[config.mk]
export PLATFORM = sky130hd
export DESIGN_NAME = reg_file_mp
export DESIGN_NICKNAME = d
export VERILOG_FILES = /design/src/rtl/rf_pkg.sv /design/src/rtl/rf_clear_ctrl.sv /design/src/rtl/reg_file_mp.sv
export SDC_FILE = /design/constraint.sdc
export NUM_CORES = 2
export LEC_CHECK = 0
export ABC_AREA = 1
export CAP_MARGIN = 20
export CORE_ASPECT_RATIO = 2
export CORE_MARGIN = 5
export CORE_UTILIZATION = 30
export CTS_CLUSTER_SIZE = 10
export DETAILED_ROUTE_END_ITERATION = 8
export PLACE_DENSITY_LB_ADDON = 0.15
export SLEW_MARGIN = 20
export SYNTH_ARGS = -nofsm -noshare
export SYNTH_HDL_FRONTEND = slang
export SYNTH_SLANG_ARGS = --single-unit
[constraint.sdc]
create_clock -name CLK -period 7.6 [get_ports CLK]
set_input_delay 1.52 -clock CLK [delete_from_list [all_inputs] [get_ports CLK]]
set_output_delay 1.52 -clock CLK [all_outputs]
set_load 0.02 [all_outputs]
[src/rtl/rf_pkg.sv]
// Shared types and constants for the multi-port register file and its clear engine.
// Zero latency: constants and a constant-evaluable log2 helper only; no flow control.
package rf_pkg;

    localparam int RF_WIDTH_DEF = 32;
    localparam int RF_DEPTH_DEF = 32;

    typedef enum logic {
        IDLE  = 1'b0,
        CLEAR = 1'b1
    } clr_state_e;

    // Smallest r such that 2^r >= n.
    function automatic int rf_clog2(input int n);
        int r;
        r = 0;
        while ((1 << r) < n) begin
            r = r + 1;
        end
        return r;
    endfunction

endpackage

[src/rtl/rf_clear_ctrl.sv]
// Background clear engine: zeroes one register-file entry per cycle while busy.
// Busy one cycle after the request and for exactly DEPTH cycles; requests while busy are ignored.
module rf_clear_ctrl
    import rf_pkg::*;
#(
    parameter int DEPTH     = RF_DEPTH_DEF,
    parameter int ADDR_BITS = 5
) (
    input  logic                 clk_i,
    input  logic                 rst_i,
    input  logic                 clr_req_i,
    output logic                 busy_o,
    output logic [ADDR_BITS-1:0] clr_addr_o,
    output logic                 clr_stb_o
);

    localparam logic [ADDR_BITS-1:0] LAST = ADDR_BITS'(DEPTH - 1);

    clr_state_e           state_q, state_d;
    logic [ADDR_BITS-1:0] cnt_q, cnt_d;

    always_ff @(posedge clk_i) begin
        if (rst_i) begin
            state_q <= IDLE;
            cnt_q   <= '0;
        end else begin
            state_q <= state_d;
            cnt_q   <= cnt_d;
        end
    end

    always_comb begin
        state_d   = state_q;
        cnt_d     = cnt_q;
        clr_stb_o = 1'b0;
        case (state_q)
            IDLE: begin
                if (clr_req_i) begin
                    state_d = CLEAR;
                    cnt_d   = '0;
                end
            end
            CLEAR: begin
                clr_stb_o = 1'b1;
                // The counter parks at zero rather than wrapping past the last entry.
                if (cnt_q == LAST) begin
                    state_d = IDLE;
                    cnt_d   = '0;
                end else begin
                    cnt_d = cnt_q + ADDR_BITS'(1);
                end
            end
            default: begin
                state_d = IDLE;
                cnt_d   = '0;
            end
        endcase
    end

    assign busy_o     = (state_q == CLEAR);
    assign clr_addr_o = cnt_q;

endmodule

[src/rtl/reg_file_mp.sv]
// Multi-port register file with write priority, conflict flag, same-cycle bypass and background clear.
// Reads are combinational (zero latency); writes land on the next edge and are dropped while clearing.
module reg_file_mp
    import rf_pkg::*;
#(
    parameter int WIDTH     = RF_WIDTH_DEF,
    parameter int DEPTH     = RF_DEPTH_DEF,
    parameter int ADDR_BITS = 5,
    parameter int NUM_RD    = 2,
    parameter int NUM_WR    = 2,
    parameter int ZERO_REG  = 1,
    parameter int BYPASS    = 1
) (
    input  logic                        CLK,
    input  logic                        RST,
    input  logic [NUM_RD*ADDR_BITS-1:0] RA,
    output logic [NUM_RD*WIDTH-1:0]     RD,
    input  logic [NUM_WR*ADDR_BITS-1:0] WA,
    input  logic [NUM_WR*WIDTH-1:0]     WD,
    input  logic [NUM_WR-1:0]           WE,
    input  logic                        CLR_REQ,
    output logic                        CLR_BUSY,
    output logic                        WR_CONFLICT
);

    localparam int                   IDX_BITS = (DEPTH > 1) ? rf_clog2(DEPTH) : 1;
    localparam logic [ADDR_BITS:0]   DEPTH_X  = (ADDR_BITS + 1)'(DEPTH);

    logic [WIDTH-1:0]     mem_q [DEPTH];
    logic [ADDR_BITS-1:0] ra_a  [NUM_RD];
    logic [WIDTH-1:0]     rd_a  [NUM_RD];
    logic [ADDR_BITS-1:0] wa_a  [NUM_WR];
    logic [WIDTH-1:0]     wd_a  [NUM_WR];
    logic [NUM_WR-1:0]    we_eff;
    logic                 conflict_q, conflict_d;

    logic                 clr_busy;
    logic                 clr_stb;
    logic [ADDR_BITS-1:0] clr_addr;

    rf_clear_ctrl #(
        .DEPTH     (DEPTH),
        .ADDR_BITS (ADDR_BITS)
    ) u_clear (
        .clk_i      (CLK),
        .rst_i      (RST),
        .clr_req_i  (CLR_REQ),
        .busy_o     (clr_busy),
        .clr_addr_o (clr_addr),
        .clr_stb_o  (clr_stb)
    );

    // Write qualification: out-of-range, entry-0 (when hardwired) and clear-time writes are dropped.
    always_comb begin
        we_eff = '0;
        for (int k = 0; k < NUM_WR; k++) begin
            wa_a[k]   = WA[k*ADDR_BITS +: ADDR_BITS];
            wd_a[k]   = WD[k*WIDTH +: WIDTH];
            we_eff[k] = WE[k] && !clr_busy
                        && ({1'b0, wa_a[k]} < DEPTH_X)
                        && !((ZERO_REG != 0) && (wa_a[k] == '0));
        end
    end

    always_comb begin
        conflict_d = 1'b0;
        for (int i = 0; i < NUM_WR; i++) begin
            for (int j = i + 1; j < NUM_WR; j++) begin
                if (we_eff[i] && we_eff[j] && (wa_a[i] == wa_a[j])) begin
                    conflict_d = 1'b1;
                end
            end
        end
    end

    // Later port indices overwrite earlier ones, both in the bypass mux and in the array.
    always_comb begin
        RD = '0;
        for (int p = 0; p < NUM_RD; p++) begin
            ra_a[p] = RA[p*ADDR_BITS +: ADDR_BITS];
            rd_a[p] = '0;
            if (({1'b0, ra_a[p]} < DEPTH_X) && !((ZERO_REG != 0) && (ra_a[p] == '0))) begin
                rd_a[p] = mem_q[ra_a[p][IDX_BITS-1:0]];
                if (BYPASS != 0) begin
                    for (int k = 0; k < NUM_WR; k++) begin
                        if (we_eff[k] && (wa_a[k] == ra_a[p])) begin
                            rd_a[p] = wd_a[k];
                        end
                    end
                end
            end
            RD[p*WIDTH +: WIDTH] = rd_a[p];
        end
    end

    always_ff @(posedge CLK) begin
        if (RST) begin
            for (int i = 0; i < DEPTH; i++) begin
                mem_q[i] <= '0;
            end
            conflict_q <= 1'b0;
        end else begin
            conflict_q <= conflict_d;
            if (clr_stb) begin
                mem_q[clr_addr[IDX_BITS-1:0]] <= '0;
            end
            for (int k = 0; k < NUM_WR; k++) begin
                if (we_eff[k]) begin
                    mem_q[wa_a[k][IDX_BITS-1:0]] <= wd_a[k];
                end
            end
        end
    end

    assign CLR_BUSY    = clr_busy;
    assign WR_CONFLICT = conflict_q;

endmodule
* After elaboration in Yosys (flattened, before gate mapping)
Memory sizes are Yosys's and may differ from the RTL's.
Cells that the tools add are included.
** Word-level totals
- Register bits after elaboration :: 7
- Word-level logic and storage cells :: 67
- Memories kept :: 1
- RAM bits :: 1024
- Input port bits :: 89
** Memories
- mem_q :: depth 32, bits a word 32, rd ports 2, clocked after Yosys merged registers in 0, wr ports 32, RTL line reg_file_mp.sv:29 : logic [WIDTH-1:0] mem_q [DEPTH];
** Cells by class
- Mux-type cells :: 34
- Add/sub/neg operators :: 1
- Bitwise operators :: 1
- Eq/ne operators :: 7
- Reduce and logical (&&, ||, !) cells :: 20
** Operator list (number)
- $mux W32 :: 9
- $reduce_or A32 Y1 :: 3
- $eq A5 B5 Y1 :: 5
- $mux W5 :: 5
- $logic_not A5 Y1 :: 4
- $mux W1 :: 18
- $logic_and A1 B1 Y1 :: 10
- $pmux W5 S2 :: 1
- $add A5 B1 Y5 const B :: 1
- $eq A5 B5 Y1 const B :: 1
- $logic_not A1 Y1 :: 3
- $ne A2 B2 Y1 const B :: 1
- $pmux W1 S2 :: 1
- $not A1 Y1 :: 1

* Longest topological paths before layout
- Depth in word-level cells :: 8
- Depth in mapped cells :: 13
- Depth with buffers taken out :: 10

* By module
A second synthesis with hierarchy kept.
** Second synthesis, totals
- Cell total of the unflattened synthesis :: 7953
- Area total of the unflattened synthesis :: 62957.9 µm²
** By module, submodules not included
- reg_file_mp :: instances 1, seq. area each 30769.5 µm², cells each 7917, area an instance 62671.4 µm²
- rf_clear_ctrl :: instances 1, seq. area each 120.1 µm², cells each 36, area an instance 286.5 µm²

* Worst setup path after synthesis
OpenSTA, ideal clock, no wires.
- Kind :: input to output
- From :: input port RA[1]
- To :: output port RD[31]
- Buffers on the path :: 4
- Setup slack :: 2.877 ns
- Arrival :: 3.203 ns
- Data required time :: 6.080 ns
- Stages on the path :: 10
- Cell sequence :: buf_2 -> buf_2 -> clkbuf_1 -> clkbuf_1 -> o21ai_0 -> o211ai_1 -> nand2_1 -> nand2_1 -> nand3_1 -> a21oi_1
** On the way
- Cells in the longest elaborated chain, start to end :: 5
- Elaborated cells on any way between the ends :: 9
- Those cells by class :: 2 x eq/ne; 3 x mux; 3 x reduce/logical; 1 x memory
** RTL lines
- from (decl) :: RTL line reg_file_mp.sv:16 : input logic [NUM_RD*ADDR_BITS-1:0] RA,
- parallel branches: the longest is 4 deep, another holds $mem_v2 Z32 W32
- $mux W32 (*) :: RTL line reg_file_mp.sv:82 : if (({1'b0, ra_a[p]} < DEPTH_X) && !((ZERO_REG != 0) && (ra_a[p] == '0))) begin
- to (decl) :: RTL line reg_file_mp.sv:17 : output logic [NUM_RD*WIDTH-1:0] RD,
Mark *: on every way between the ends.

* Worst setup path after layout
- From :: input port WA[0]
- To :: output port RD[5]
** On the way
- Cells in the longest elaborated chain, start to end :: 7
- Elaborated cells on any way between the ends :: 8
- Those cells by class :: 1 x eq/ne; 3 x mux; 4 x reduce/logical
** RTL lines
- from (decl) :: RTL line reg_file_mp.sv:18 : input logic [NUM_WR*ADDR_BITS-1:0] WA,
- $logic_not A5 Y1 :: RTL line reg_file_mp.sv:61 : && !((ZERO_REG != 0) && (wa_a[k] == '0));
- $logic_not A1 Y1 :: RTL line reg_file_mp.sv:61
- $logic_and A1 B1 Y1 :: RTL line reg_file_mp.sv:61
- $logic_and A1 B1 Y1 (*) :: RTL line reg_file_mp.sv:86 : if (we_eff[k] && (wa_a[k] == ra_a[p])) begin
- $mux W32 (*) (2 in a row) :: RTL line reg_file_mp.sv:86
- $mux W32 (*) :: RTL line reg_file_mp.sv:82
Every way passes the cells marked *; elsewhere a longest branch is shown, timed or not.

==> impl_metrics.ini <==
[worst_setup_path]
timing.rr.start = u_clear.busy_o
worstPathRequired_ps = 6080
r2r_cells = 10
critPathCaptureType = output port
r2r_end = mem_q[31][22]
arrival_ps = 5070
crit_start = WA[0]
start_kind = input port
r2r_setup_slack_ps = 3280
worstPathMaxFanout = 13
path_class = in -> out

[die]
dieWidth_um = 358
die-height_um = 707
row_count = 256
core_mm2 = 0.242
die_area_mm2 = 0.253
initial_core_util_pct = 30.0
boundaryPins = 155

[place]
routabilityCongestion = 0.892
numPortBuffers = 154
post-dp-hpwl_um = 244000
placed_cells = 13700

[global_route]
gr-total-overflow = 0
grt_pass1_wl_um = 574000
grt_pass1_vias = 75700
track_usage_pct = 31.8
grt_max_degree = 125
antenna_found_initial = 26

[clock_network]
post_cts_buffers = 0
postCtsHoldBufs = 0
clockRootBuffer = clkbuf_16
clk_pin_slew_worst_paths_ps = 60
insertion_delay_ps = 770
cts_sinks = 1031
cts_resized = 0
clockBufferDepth = 3
htreeDepth = 3
cts_tree = built
numCtsBuffers = 115

[finish]
layoutNonFillerInstCount = 13900
syn2layout_area_growth_pct = 11.2
drive_gt1_share_pct = 5.44
fill_cells = 25600
layout_common_cells = nand2_1, nand3_1, nor2_1
nets = 10700
final_common_cell = nand2_1

[hold_path]
hold-path-endpoint = u_clear.clr_addr_o[3]
hp-start = u_clear.clr_addr_o[3]
hp-class = reg -> reg
hold_depth = 2

[synthesis]
syn_inst = 11100
synth_mux_area_share_pct = 0
synthArstFlopShare_pct = 0
ys.flop_type = edfxtp_1
synthXorXnorAreaFrac_pct = 0.265
synth_compound_area_share_pct = 4.32
synth_adder_area_share_pct = 0.0344
synth_top_family_by_area = simple AND/OR/NAND/NOR gates
synth_edf_count = 1024
yosysSeqAreaShare_pct = 42.4
ys_ff_latch = 1031
synthSimpleGateAreaFrac_pct = 46.1
synth_area_mm2 = 0.0728
ys.warnings.count = 0
yosysUniqueCellTypes = 34
syn_area_per_cell_um2 = 6.57

[timing]
setup_viol = 0
period_share_pct = 86.7
finClkSkew_ps = 17.4
fin_crit_ps = 6590
hold_viol = 0
slew_violations = 0
setup_tns_ps = 0
slew_headroom_pct = 16.8
grt_setup_unrepaired = no
tightest_slew_ps = 1250
fmax_mhz = 152

[pwr]
vdd_drop_max_v = 0.000226
p_leak_nw = 35.4
comb_power_share_pct = 19.1
p_per_area_mw_per_mm2 = 182
swShare_pct = 32.9
power_frac_seq_pct = 44.9
power.internal_mw = 9.89
power.net_switching_mw = 4.84
pwr-share-clk_pct = 36.1

[drt]
routed_wl_um = 420000
via_per_inst = 5.81
drtAntennaViolNets = 0
wl_per_cell_um = 30.3
vias = 80700
drtPass1Iterations = 9
drt_iter0_drc = 10600
drc_errors = 0

[status]
outcome = complete, no violations

[job]
drv_cap = 0
synth_stat cells (11+ instances only):
master / n / area share (%)
a21oi_1: 380 / 2.6
nor2_1: 1317 / 6.8
inv_1: 97 / 0.50
nor3_1: 13 / 0.089
xnor2_1: 13 / 0.16
buf_2: 257 / 1.8
buf_4: 24 / 0.25
nand2_1: 4732 / 24
clkbuf_1: 693 / 3.6
buf_1: 113 / 0.58
nand3_1: 2130 / 15
buf_6: 11 / 0.17
edfxtp_1: 1024 / 42
o211ai_1: 31 / 0.32
o21ai_0: 190 / 1.3
worst max-delay path, cell delays in order:
cell	delay, ps
clkdlybuf4s50_1	650
nor2_1	120
nand4_2	110
nand2_1	170
nor2_4	530
nand2_2	650
nand3_1	590
a21oi_1	120
clkdlybuf4s50_1	560
logic make-up (layout without fill, tap and decap cells):
| logic type | Yosys count | in the layout |
|---|---|---|
| fa+ha+maj | 2 | 2 |
| simple gates | 8210 | 8210 |
| other cells | 1 | 47 |
| flops | 1031 | 1031 |
| xor+xnor | 22 | 22 |
| buf+inv | 1205 | 741 |
| compound gates | 610 | 610 |
sequential cells by signal, indices dropped and copies added (netlist names):
name / count
mem_q: 1024
u_clear.clr_addr_o: 5
WR_CONFLICT: 1
u_clear.busy_o: 1
worst max-delay path by stage:
| stage | endpoint | slack (ps) | cells past startpoint |
|---|---|---|---|
| floorplan | RD[31] | 2880 | 10 |
| global placement | RD[20] | 770 | 12 |
| detailed placement | RD[51] | 1040 | 12 |
| CTS | RD[51] | 1040 | 12 |
| global route | RD[2] | 950 | 13 |
| finish | RD[5] | 1010 | 9 |
per-stage QoR:
stage / hold WS (ps) / area, um^2 / util (%) / power, mW / worst slack (ps)
global placement: 479 / 77800 / 32.1 / 9.45 / 769
finish: 493 / 81000 / 33.4 / 14.7 / 1010
detailed placement: 486 / 77800 / 32.1 / 9.46 / 1040
floorplan: 457 / 73000 / - / 8.07 / 2880
CTS: 495 / 80900 / 33.4 / 14.7 / 1040
global route: 526 / 80900 / 33.4 / 15.0 / 953
final cells by class:
| type | count | area [um^2] | area share (%) |
|---|---|---|---|
| diodes | 15 | 37.5 | 0.0464 |
| clock buffers | 143 | 3030 | 3.74 |
| clock inverters | 8 | 77.6 | 0.0958 |
| inverters | 106 | 433 | 0.535 |
| multi-input cells | 8876 | 37600 | 46.5 |
| flip-flops and latches | 1031 | 30900 | 38.1 |
| well taps | 3225 | 4040 | 4.98 |
| repair buffers | 484 | 4830 | 5.97 |
metal layers:
layer | up-vias | GRT usage [%] | wire [um]
met5 | - | 0 | 86
met4 | 14 | 23.8 | 38000
met3 | 1542 | 6.27 | 41900
met2 | 5485 | 51.5 | 193000
met1 | 38600 | 37.0 | 147000
li1 | 35100 | - | -
power groups by stage:
stage	Sequential (mW)	Clock [mW]	Combinational (mW)
2_1_floorplan	6.69	0	1.38
3_3_place_gp	6.72	0	2.72
3_5_place_dp	6.73	0	2.74
4_1_cts	6.61	5.35	2.74
5_1_grt	6.63	5.50	2.90
6_report	6.61	5.32	2.81
Note: power is estimated with default switching activity, not from simulation.
